File: config.mk
export PLATFORM = sky130hd
export DESIGN_NAME = ted_loop_filter_nco
export DESIGN_NICKNAME = d
export VERILOG_FILES = /design/src/rtl/timing_recovery_pkg.sv /design/src/rtl/tr_nco.sv /design/src/rtl/ted_loop_filter_nco.sv
export SDC_FILE = /design/constraint.sdc
export NUM_CORES = 1
export LEC_CHECK = 0
export ABC_AREA = 1
export CAP_MARGIN = 20
export CORE_MARGIN = 3
export CORE_UTILIZATION = 60
export CTS_BUF_LIST = sky130_fd_sc_hd__clkbuf_4 sky130_fd_sc_hd__clkbuf_8 sky130_fd_sc_hd__clkbuf_16
export DETAILED_ROUTE_END_ITERATION = 10
export PLACE_DENSITY_LB_ADDON = 0.1
export SYNTH_ARGS = -nofsm -noshare
export SYNTH_HDL_FRONTEND = slang
export SYNTH_SLANG_ARGS = --single-unit
export TNS_END_PERCENT = 30
File: constraint.sdc
create_clock -name clk -period 7.65 [get_ports clk]
set_clock_uncertainty 0.2 [all_clocks]
set_input_delay 0.765 -clock clk [delete_from_list [all_inputs] [get_ports clk]]
set_output_delay 0.765 -clock clk [all_outputs]
set_load 0.005 [all_outputs]
File: src/rtl/timing_recovery_pkg.sv
// Shared defaults and FSM encoding for the symbol-timing recovery loop.
package timing_recovery_pkg;

    localparam int DEF_NB_TED      = 19;
    localparam int DEF_NB_INT      = 24;
    localparam int DEF_NB_CTRL     = 16;
    localparam int DEF_NB_NCO      = 16;
    localparam int DEF_NB_MU       = 8;
    localparam int DEF_NOM_STEP    = 16384;
    localparam int DEF_CTRL_LIM    = 8192;
    localparam int DEF_ACQ_LEN     = 16;
    localparam int DEF_TRACK_DELTA = 2;

    typedef enum logic [1:0] {
        IDLE  = 2'd0,
        ACQ   = 2'd1,
        TRACK = 2'd2
    } state_t;

endpackage

File: src/rtl/tr_nco.sv
// Phase-accumulator NCO: emits a symbol strobe and the fractional interval on each wrap.
module tr_nco #(
    parameter int NB_NCO  = 16,
    parameter int NB_CTRL = 16,
    parameter int NB_MU   = 8
) (
    input  logic                      clk,
    input  logic                      rst_n,
    input  logic [NB_NCO-1:0]         step,
    input  logic signed [NB_CTRL-1:0] ctrl,
    output logic                      strobe,
    output logic [NB_MU-1:0]          mu
);

    logic [NB_NCO-1:0] acc;
    logic [NB_NCO:0]   inc;
    logic [NB_NCO:0]   sum;

    // The extra top bit of sum is the carry out of the accumulator.
    assign inc = (NB_NCO+1)'(step) + (NB_NCO+1)'(ctrl);
    assign sum = {1'b0, acc} + inc;

    // NOTE: sequential state uses non-blocking assignments so every register
    // samples pre-edge values; reset here is synchronous like the rest of the codebase.
    always_ff @(posedge clk) begin
        if (!rst_n) begin
            acc    <= '0;
            strobe <= 1'b0;
            mu     <= '0;
        end else begin
            acc    <= sum[NB_NCO-1:0];
            strobe <= sum[NB_NCO];
            if (sum[NB_NCO]) mu <= sum[NB_NCO-1 -: NB_MU];
        end
    end

endmodule

File: src/rtl/ted_loop_filter_nco.sv
// PI loop filter with IDLE/ACQ/TRACK gain scheduling, driving the timing NCO.
module ted_loop_filter_nco
    import timing_recovery_pkg::*;
#(
    parameter int NB_TED      = DEF_NB_TED,
    parameter int NB_INT      = DEF_NB_INT,
    parameter int NB_CTRL     = DEF_NB_CTRL,
    parameter int NB_NCO      = DEF_NB_NCO,
    parameter int NB_MU       = DEF_NB_MU,
    parameter int NOM_STEP    = DEF_NOM_STEP,
    parameter int CTRL_LIM    = DEF_CTRL_LIM,
    parameter int ACQ_LEN     = DEF_ACQ_LEN,
    parameter int TRACK_DELTA = DEF_TRACK_DELTA
) (
    input  logic                      clk,
    input  logic                      rst_n,
    input  logic                      i_enable,
    input  logic signed [NB_TED-1:0]  i_ted,
    input  logic                      i_ted_valid,
    input  logic [4:0]                i_kp_shift,
    input  logic [4:0]                i_ki_shift,
    output logic signed [NB_CTRL-1:0] o_ctrl,
    output logic                      o_ctrl_valid,
    output logic                      o_strobe,
    output logic [NB_MU-1:0]          o_mu,
    output logic                      o_int_sat,
    output logic                      o_locked
);

    localparam int CNT_W = $clog2(ACQ_LEN + 1);
    localparam logic signed [NB_INT:0]   INT_MAX = (NB_INT+1)'((2 ** (NB_INT - 1)) - 1);
    localparam logic signed [NB_INT+1:0] CTRL_HI = (NB_INT+2)'(CTRL_LIM);

    state_t                    state, state_next;
    logic [CNT_W-1:0]          count;
    logic                      accept;
    logic [5:0]                kp_eff, ki_eff;
    logic signed [NB_TED-1:0]  p_term, i_term;
    logic signed [NB_INT:0]    integ_sum;
    logic signed [NB_INT-1:0]  integ, integ_next;
    logic                      int_clip;
    logic signed [NB_INT+1:0]  ctrl_sum;
    logic signed [NB_CTRL-1:0] ctrl_next;

    assign accept = i_enable && i_ted_valid && (state != IDLE);
    assign o_locked = (state == TRACK);

    // NOTE: every always_comb output gets a default first so no path infers a latch.
    always_comb begin
        state_next = state;
        case (state)
            IDLE:    if (i_enable) state_next = ACQ;
            ACQ:     if (accept && count == CNT_W'(ACQ_LEN - 1)) state_next = TRACK;
            default: state_next = state;
        endcase
        if (!i_enable) state_next = IDLE;
    end

    // Tracking narrows the loop bandwidth; shifts past NB_TED fill with the sign.
    always_comb begin
        kp_eff = 6'(i_kp_shift) + ((state == TRACK) ? 6'(TRACK_DELTA) : 6'd0);
        ki_eff = 6'(i_ki_shift) + ((state == TRACK) ? 6'(TRACK_DELTA) : 6'd0);
        p_term = i_ted >>> kp_eff;
        i_term = i_ted >>> ki_eff;
    end

    always_comb begin
        integ_sum  = (NB_INT+1)'(integ) + (NB_INT+1)'(i_term);
        int_clip   = 1'b0;
        integ_next = NB_INT'(integ_sum);
        if (integ_sum > INT_MAX) begin
            int_clip   = 1'b1;
            integ_next = NB_INT'(INT_MAX);
        end else if (integ_sum < -INT_MAX) begin
            int_clip   = 1'b1;
            integ_next = NB_INT'(-INT_MAX);
        end

        ctrl_sum  = (NB_INT+2)'(p_term) + (NB_INT+2)'(integ_next);
        ctrl_next = NB_CTRL'(ctrl_sum);
        if (ctrl_sum > CTRL_HI)       ctrl_next = NB_CTRL'(CTRL_HI);
        else if (ctrl_sum < -CTRL_HI) ctrl_next = NB_CTRL'(-CTRL_HI);
    end

    always_ff @(posedge clk) begin
        if (!rst_n) begin
            state        <= IDLE;
            integ        <= '0;
            count        <= '0;
            o_ctrl       <= '0;
            o_ctrl_valid <= 1'b0;
            o_int_sat    <= 1'b0;
        end else begin
            state        <= state_next;
            o_ctrl_valid <= accept;
            o_int_sat    <= accept && int_clip;
            if (!i_enable) begin
                integ  <= '0;
                o_ctrl <= '0;
                count  <= '0;
            end else if (accept) begin
                integ  <= integ_next;
                o_ctrl <= ctrl_next;
                if (state == ACQ) count <= count + CNT_W'(1);
            end
        end
    end

    // The NCO sees the registered o_ctrl, so a new update steers it one cycle later.
    tr_nco #(
        .NB_NCO  (NB_NCO),
        .NB_CTRL (NB_CTRL),
        .NB_MU   (NB_MU)
    ) u_nco (
        .clk    (clk),
        .rst_n  (rst_n),
        .step   (NB_NCO'(NOM_STEP)),
        .ctrl   (o_ctrl),
        .strobe (o_strobe),
        .mu     (o_mu)
    );

endmodule

==> flow_summary.ini <==
[synth]
ys_async_sr_fraction = 0
synth_top_area_frac = 0.230
ys.flop_type = dfxtp_1
synth.area.top_cells = nand2_1 (23%), dfxtp_1 (16%), ha_1 (11%)
yosysMostFrequentCell = nand2_1
synth_nets = 1779
synth.cell_area_um2 = 9400
synthCells = 1660
ys_seq_area_frac = 0.158
yosysWarnings = 0
synth.largest_area_cell = nand2_1
synth.top_cells.by_count = nand2_1 (577), inv_1 (246), o21ai_0 (128)
syn_avg_cell_area_um2 = 5.66
synth_cell_types = 51
synth_edf_count = 0
ys_ff_latch = 74

[floorplan]
die_h_um = 131
die_x_um = 131
start_util = 0.616
io_pins = 61
core_um2 = 15300
row_count = 45
die_area_um2 = 17200

[grt]
met2_usage = 0.485
grt.busiest_layer = met2
grt_pass1_wl_um = 43900
grt_usage = 0.305
global_route.usage.met3 = 0.0360
grt_antenna_before_repair = 0
met1_usage = 0.447
gr-total-overflow = 0
grt_max_degree = 48
grt_pass1_vias = 8935

[clock_tree]
cts_max_path_buffers = 2
cts_root_buffer = clkbuf_16
cts_tree = built
hold_buffers = 0
path_clk_slew_ns = 0.07
clock-sinks = 74
htree_levels = 3
ctsResizeCount = 0
post_cts_buffers = 0
clock_latency_ns = 0.34
cts_made_buffers = 9

[finish]
antenna_cells = 0
nets = 1825
final.fill_count = 1404
drive_gt1_frac = 0.0883
final_cell_area_um2 = 10600
regArea_um2 = 1480
area_delta_synth_final_pct = 13.0
multi_input_area_um2 = 6790

[timing]
fin_crit_sh = 0.941
timing.hold.ws_ns = 0.259
period_needed_ns = 7.20
fmax_mhz = 139
worst_pin_slew_ns = 0.968
rsz0062_at_grt = false
slew_violations = 0
relSlewSlack = 0.353
finalHoldViolations = 0
setup-violations-final = 0

[placed_design]
dp_hpwl_um = 22400
routabilityCongestion = 1.02
placed_area_um2 = 10200
port_buffers = 60

[worst_setup_path]
crit_fanout = 14
crit_path_frequent_cell = nand2_1
cp.arrival_ns = 7.25
ff2ff_setup_slack_ns = 0.63
cpMaxStageDelayCell = clkdlybuf4s50_1
setup.worst_path.start_class = primary input
crit_path_end_kind = flip-flop
slowest_delay_ns = 0.48
required_ns = 7.70
criticalPathCategory = primary input to flip-flop

[route]
final_antenna_net_count = 0
wl_um = 27600
vias = 10434
viasPerCell = 5.43
dr.pass1.iters = 8
drc = 0
routedWlPerCell_um = 14.4
dr.first_iter.drc_count = 1010

[status]
outcome = complete, no violations

[power_and_ir_drop]
leakagePower_nw = 5.80
p_per_area_nw_per_um2 = 165
ir_worst_vdd_uv = 133

[min_path]
hold_class = flip-flop to flip-flop

[job]
drv_cap = 0
-- worst max-delay path, delay by kind of cell --
kind | cells | cell delay (ns)
compound gates | 4 | 0.67
simple gates | 27 | 3.25
fa+ha+maj | 4 | 1.30
buf+inv | 5 | 0.98
xor+xnor | 1 | 0.26
-- layer usage --
metal | vias up | routed length (um) | part of all wire
met1 | 4608 | 13000 | 0.47
li1 | 5375 | - | -
met5 | - | 0 | 0
met3 | 41 | 2180 | 0.079
met4 | 0 | 408 | 0.015
met2 | 410 | 12100 | 0.44
-- layout by cell type, fill, tap and decap left out, types with 7 or more instances in the layout --
cell type / n
nand3_1: 94
inv_2: 20
nand2_2: 27
nand2_4: 13
a21oi_2: 13
nor3_1: 11
nand4_1: 17
o21ai_0: 128
buf_4: 20
nand3_2: 12
xor2_1: 12
nand2_1: 575
nor2_1: 107
inv_1: 243
o21bai_1: 9
a21oi_1: 101
dfxtp_1: 74
nor2_2: 7
clkbuf_16: 9
ha_1: 81
clkdlybuf4s50_1: 59
-- cell type report --
type	count	share of cell area
Inverter	266	0.0943
Clock buffer	9	0.0212
Multi-Input combinational cell	1275	0.639
Sequential cell	74	0.139
Clock inverter	7	0.0101
Timing Repair Buffer	80	0.0709
Tap cell	211	0.0248
-- cells by family (layout without fill, tap and decap cells) --
family | after synthesis | after routing | synth area share
multiplexers | 1 | 1 | 0.00106
flip-flops | 74 | 74 | 0.158
XOR/XNOR | 20 | 20 | 0.0202
AO/OA/AOI/OAI | 281 | 281 | 0.167
buffers and inverters | 312 | 362 | 0.131
adder cells (fa/ha/maj) | 86 | 86 | 0.117
AND/OR/NAND/NOR | 886 | 887 | 0.406
-- through the flow --
step / power (mW) / util / setup slack, ns / TNS (ns) / instances
after floorplan: 1.00 / - / 1.33 / 0 / 1660
after global routing: 1.86 / 0.696 / 0.0163 / 0 / 1922
after detailed placement: 1.23 / 0.668 / -0.0717 / -0.536 / 1905
final: 1.75 / 0.696 / 0.455 / 0 / 1922
after global placement: 1.23 / 0.668 / 0.0143 / 0 / 1905
after CTS: 1.71 / 0.690 / 0.255 / 0 / 1921
-- worst paths after layout --
path,start,to,cells past startpoint
setup reg to reg,state[1],o_ctrl[9],42
hold / removal,count[3],count[3],1
setup / recovery,i_ki_shift[1],o_ctrl[9],41
hold reg to reg,count[3],count[3],1
-- report_power, final --
part           leakage [nW]  internal, mW  switching [mW]
Sequential            0.599         0.395         0.00562
Clock                 0.160         0.293           0.190
Combinational          5.04         0.285           0.583
Total                  5.80         0.973           0.779
-- state kept, by name, summed over array words and instances, names as in the netlist --
register      cells
count             5
integ            24
o_ctrl           16
o_ctrl_valid      1
o_int_sat         1
state             2
u_nco.acc        16
u_nco.mu          8
u_nco.strobe      1
Note: power is estimated with default switching activity, not from simulation.
==> RTL edit 1 (config.mk and constraints unchanged) <==
The package constant `DEF_NB_NCO` goes from 16 to 32.
--- a/src/rtl/timing_recovery_pkg.sv
+++ b/src/rtl/timing_recovery_pkg.sv
@@ -6,3 +6,3 @@
     localparam int DEF_NB_CTRL     = 16;
-    localparam int DEF_NB_NCO      = 16;
+    localparam int DEF_NB_NCO      = 32;
     localparam int DEF_NB_MU       = 8;
Check against the original RTL: not settled (the Yosys comparison gave no result); the edit may change what the design does.
==> RTL edit 1 against the unedited design <==
Worst setup slack better by 0.038 ns. Fmax rose by 0.54%. Sequential share of layout area increased by 1.3 points. Synthesized area rose by 12%. Count of clock-buffer cells in the layout up 1. Routed wire length up 18%. Synthesized cell count is 15% higher. Final area rose by 12%. Sequential cell count up 16. Clock power fell by 3%. Total power is 0.20% higher. Critical endpoint is now o_ctrl[3]. Largest cell class unchanged. Largest power group unchanged. Highest routed layer unchanged.
==> RTL edit 1: results (changes against the unedited design) <==
dpl hpwl 25.9 mm (+15%); Worst Path Arrival 7.24 ns (about the same); GRT Resource Usage Total 32.6% (+2.0 points); Cells after DPL 2162 (+13%); slowest CP cell clkdlybuf4s50_1; status complete, no violations; register area share after synthesis 17.1% (+1.4 points); Reg2Reg Depth 41 (-2.4%); WHS Path Cells 1 (unchanged); Post-synth top cells nand2_1, inv_1, nor2_1; share of cells above drive strength 1 4.38% (-4.4 points); Worst IR Drop VDD 0.127 mV (-5.1%); Final Setup Violations 0 (unchanged); worst hold-check path type reg -> reg; pre-CTS setup slack -0.114 ns (-0.0425 ns); initial antenna violation count 0 (unchanged); largest net degree at the start of global routing 43 (-10%); CTS Hold Buffers Added 0 (unchanged); cell family with most CP delay simple AND/OR/NAND/NOR gates; fillcell total 1619 (+15%); Final Hold Vio Count 0 (unchanged); DR vias 12300 (+18%); Leak 6.38 nW (+10%); worst r2r dst o_ctrl[3]; Synth area leaders nand2_1, dfxtp_1, inv_1, ha_1, o21ai_0; via/cell ratio 5.65 (+4.0%); wire length per cell 14.9 um (+3.6%); Clock Latency Late Sink 0.36 ns (+0.02 ns); Syn Nets 2025 (+14%); r2r setup slk 0.80 ns (+0.17 ns); synth unique cells 49 (-3.9%); syn avg cell area 5.52 um2 (-2.5%); reg2reg start state[1]; vias in the first global route 10900 (+22%); Final #Nets 2079 (+14%); Largest regs u_nco.acc: 32 flops, integ: 24 flops, o_ctrl: 16 flops; antenna viol nets, final 0 (unchanged); final RePlAce weighted congestion 1.01 (-0.85%); router iterations before antenna repair 6 (-2); first-pass GRT wire length 52.8 mm (+20%); CP Max Fanout 8 (-6); Starting DRT DRC Count 1428 (+41%); Worst-Margin Slew 0.956 ns (-0.0125 ns)
[RTL edit 1: final cells by class]
cell class	instances	share of cell area (%)
clock inverter	6	0.623
tap	220	2.32
multi-input combinational	1480	63.9
inverter	292	9.28
clock buffer	10	1.96
timing repair buffer	85	6.76
sequential	90	15.2
[RTL edit 1: logic make-up after synthesis]
kind of cell	Yosys count	share of synthesized area [%]
AO/OA/AOI/OAI	358	18.8
XOR/XNOR	22	1.98
adder cells (fa/ha/maj)	88	10.7
buffers and inverters	337	12.4
flip-flops	90	17.1
multiplexers	3	0.286
AND/OR/NAND/NOR	1006	38.7
[RTL edit 1: through the flow]
| step | cell area, um2 | power [mW] | hold WS (ns) | TNS (ns) |
|---|---|---|---|---|
| 2_1_floorplan | 10500 | 1.04 | 0.223 | 0 |
| 3_3_place_gp | 11400 | 1.23 | 0.254 | -0.0874 |
| 3_5_place_dp | 11400 | 1.24 | 0.265 | -0.651 |
| 4_1_cts | 11700 | 1.71 | 0.279 | 0 |
| 5_1_grt | 11900 | 1.87 | 0.301 | -0.164 |
| 6_report | 11900 | 1.76 | 0.273 | 0 |
[RTL edit 1: routing by layer]
layer  share of wire (%)  track usage (%)  routed length (um)
met1                  45             47.3               14800
met2                  44             50.6               14200
met3                 8.8             4.80                2850
met4                 2.2             8.63                 731
met5                   0                0                   0
[RTL edit 1: worst max-delay path by stage]
stage / startpoint / to / slack, ns
after global routing: i_ki_shift[1] / o_ctrl[0] / -0.04
after global placement: i_ki_shift[1] / o_ctrl[2] / -0.04
after CTS: i_ki_shift[1] / o_ctrl[9] / 0.25
after detailed placement: i_ki_shift[1] / o_ctrl[9] / -0.11
after floorplan: i_ki_shift[1] / o_ctrl[0] / 1.41
final: i_ki_shift[1] / o_ctrl[3] / 0.49
[RTL edit 1: what timing repair did]
action                                  CTS  global route
resized for setup                         0            36
setup buffers                             0             2
endpoints found under the setup margin    0            14
[RTL edit 1: power breakdown]
| part | total [mW] | internal [mW] | leakage (nW) | switching, mW |
|---|---|---|---|---|
| sequential | 0.481 | 0.476 | 0.727 | 0.00501 |
| combinational | 0.805 | 0.265 | 5.50 | 0.539 |
| clock | 0.470 | 0.261 | 0.145 | 0.208 |
| total | 1.76 | 1.00 | 6.38 | 0.753 |
==> RTL edit 2 (same settings) <==
Made on the original files. Put a register stage on the output `o_mu`, with the module's reset. The value now appears one clock later. The other outputs are not delayed to match.
--- a/src/rtl/ted_loop_filter_nco.sv
+++ b/src/rtl/ted_loop_filter_nco.sv
@@ -32,2 +32,4 @@
     localparam logic signed [NB_INT+1:0] CTRL_HI = (NB_INT+2)'(CTRL_LIM);
+
+    logic [NB_MU-1:0] o_mu_d;
 
@@ -119,4 +121,12 @@
         .strobe (o_strobe),
-        .mu     (o_mu)
+        .mu     (o_mu_d)
     );
+
+    always_ff @(posedge clk) begin
+        if (!rst_n) begin
+            o_mu <= '0;
+        end else begin
+            o_mu <= o_mu_d;
+        end
+    end
 
Function: not settled (the Yosys comparison gave no result); the edit may change what the design does.
==> RTL edit 2 against the unedited design <==
Critical path depth rose by 4. Sequential power rose by 11%. Register-to-register slack improved by 0.08 ns. Count of clock-buffer cells in the layout did not move. Largest cell class unchanged. Critical endpoint unchanged. Final area rose by 1.8%. Routed wire length rose by 2.8%. Worst setup slack got worse by 0.037 ns. Sequential cell count rose by 8. Non-clock buffer count rose by 14. Synthesized area rose by 1.1%. Total power fell by 2.6%.
==> RTL edit 2: results (changes against the unedited design) <==
total wire length 28.4 mm (+2.8%); syn avg cell area 5.53 um2 (-2.3%); CP Max Fanout 13 (-1); Max H-tree Level 3 (unchanged); Reg2Reg Depth 47 (+12%); Ant. Diodes 0 (unchanged); worst r2r dst o_ctrl[9]; Syn Nets 1837 (+3.3%); Worst IR Drop VDD 0.121 mV (-9.5%); relative slew slack 32.2% (-3.1 points); root buf cell clkbuf_16; Cells after DPL 1972 (+3.5%); Largest regs integ: 24 flops, o_ctrl: 16 flops, u_nco.acc: 16 flops; Main synth FF type dfxtp_1; Starting DRT DRC Count 1094 (+8.3%); fillcell total 1460 (+4.0%); GRT Resource Usage Total 31.3% (+0.80 points); cell family with most CP delay simple AND/OR/NAND/NOR gates; Sequential Power Share 26.1% (+3.2 points); share of cells above drive strength 1 7.05% (-1.8 points); Leak 6.07 nW (+4.7%); r2r setup slk 0.71 ns (+0.08 ns); synth unique cells 47 (-7.8%); vias in the first global route 9659 (+8.1%); Worst Path Arrival 7.30 ns (+0.05 ns); Hold Slack 0.234 ns (-0.0247 ns); router iterations before antenna repair 6 (-2); Async SR Flop Fraction 0% (unchanged); final RePlAce weighted congestion 0.988 (-3.3%); register area share after synthesis 17.3% (+1.5 points); Final #Nets 1902 (+4.2%); dpl hpwl 22.6 mm (+0.88%); mux share of post-synthesis cell area 0.316% (+0.21 points); HP Start u_nco.mu[1]; Synth Area in Compound Gates 14.4% (-2.3 points); wire length per cell 14.2 um (-1.2%); Post-synth top cells nand2_1, inv_1, nor2_1; Clock Path Buffers 2 (unchanged); Synth Area in XOR/XNOR 1.75% (-0.27 points); comb pwr 0.826 mW (-4.9%); Max Fclk 138 MHz (-0.51%); Clock transition at path regs 0.07 ns (about the same); initial antenna violation count 0 (unchanged); Hold Path End o_mu[1]; Clock Latency Late Sink 0.35 ns; Post-CTS Setup Repair Bufs 0 (unchanged); I/O Buffers 60 (unchanged); Adder-Cell Fraction of Synth Area 11.6% (-0.12 points); number of CTS-inserted buffers 9 (unchanged); largest net degree at the start of global routing 44 (-8.3%); post-cts gate resize count 0 (unchanged); slowest CP cell clkdlybuf4s50_1; Synth area leaders nand2_1, dfxtp_1, ha_1, inv_1, nor2_1; sw frac 44.4% (about the same); WHS Path Cells 2 (+1); critical path startpoint i_ki_shift[1]; CP max stage delay 0.47 ns; status complete, no violations; via/cell ratio 5.46 (+0.50%); first-pass GRT wire length 45.9 mm (+4.5%)
## RTL edit 2: cell count changes in the layout (fill, tap and decap cells not counted), sizes merged, moves of 6 or more
cell	unedited run	this run
a21oi	114	95
nand3b	6	13
dfxtp	74	82
inv	267	275
xnor2	4	10
nor2	119	178
xor2	16	9
nand2	615	641
o211ai	1	8
buf	20	34
o21ai	129	121
nand3	108	96
## RTL edit 2: cell families after synthesis
| kind of cell | count (synthesis) |
|---|---|
| AND/OR/NAND/NOR | 959 |
| buffers and inverters | 316 |
| AO/OA/AOI/OAI | 253 |
| adder cells (fa/ha/maj) | 86 |
| flip-flops | 82 |
| XOR/XNOR | 19 |
| multiplexers | 3 |
## RTL edit 2: through the flow
stage	setup TNS [ns]	util, %	worst slack, ns	area, um2	power [mW]
after floorplan	0	-	1.49	9500	1.04
after global placement	0	67.3	0.174	10300	1.22
after detailed placement	0	67.3	0.193	10300	1.23
after CTS	0	69.2	0.415	10600	1.67
after global routing	-0.163	70.4	-0.0330	10800	1.83
final	0	70.4	0.418	10800	1.71
## RTL edit 2: cell type report
class / instances / share of cell area, %
Clock buffer: 9 / 2.08
Clock inverter: 7 / 0.683
Inverter: 274 / 9.55
Multi-Input combinational cell: 1321 / 62.1
Sequential cell: 82 / 15.2
Tap cell: 211 / 2.44
Timing Repair Buffer: 94 / 7.95
Timing Repair inverter: 1 / 0.0463
## RTL edit 2: routing by layer
metal / track usage [%] / vias to the layer above / part of all wire, %
met5: 0 / - / 0
met4: 9.45 / 0 / 2.6
met3: 3.74 / 51 / 7.9
met2: 50.5 / 454 / 44
met1: 44.1 / 4832 / 45
li1: - / 5569 / -
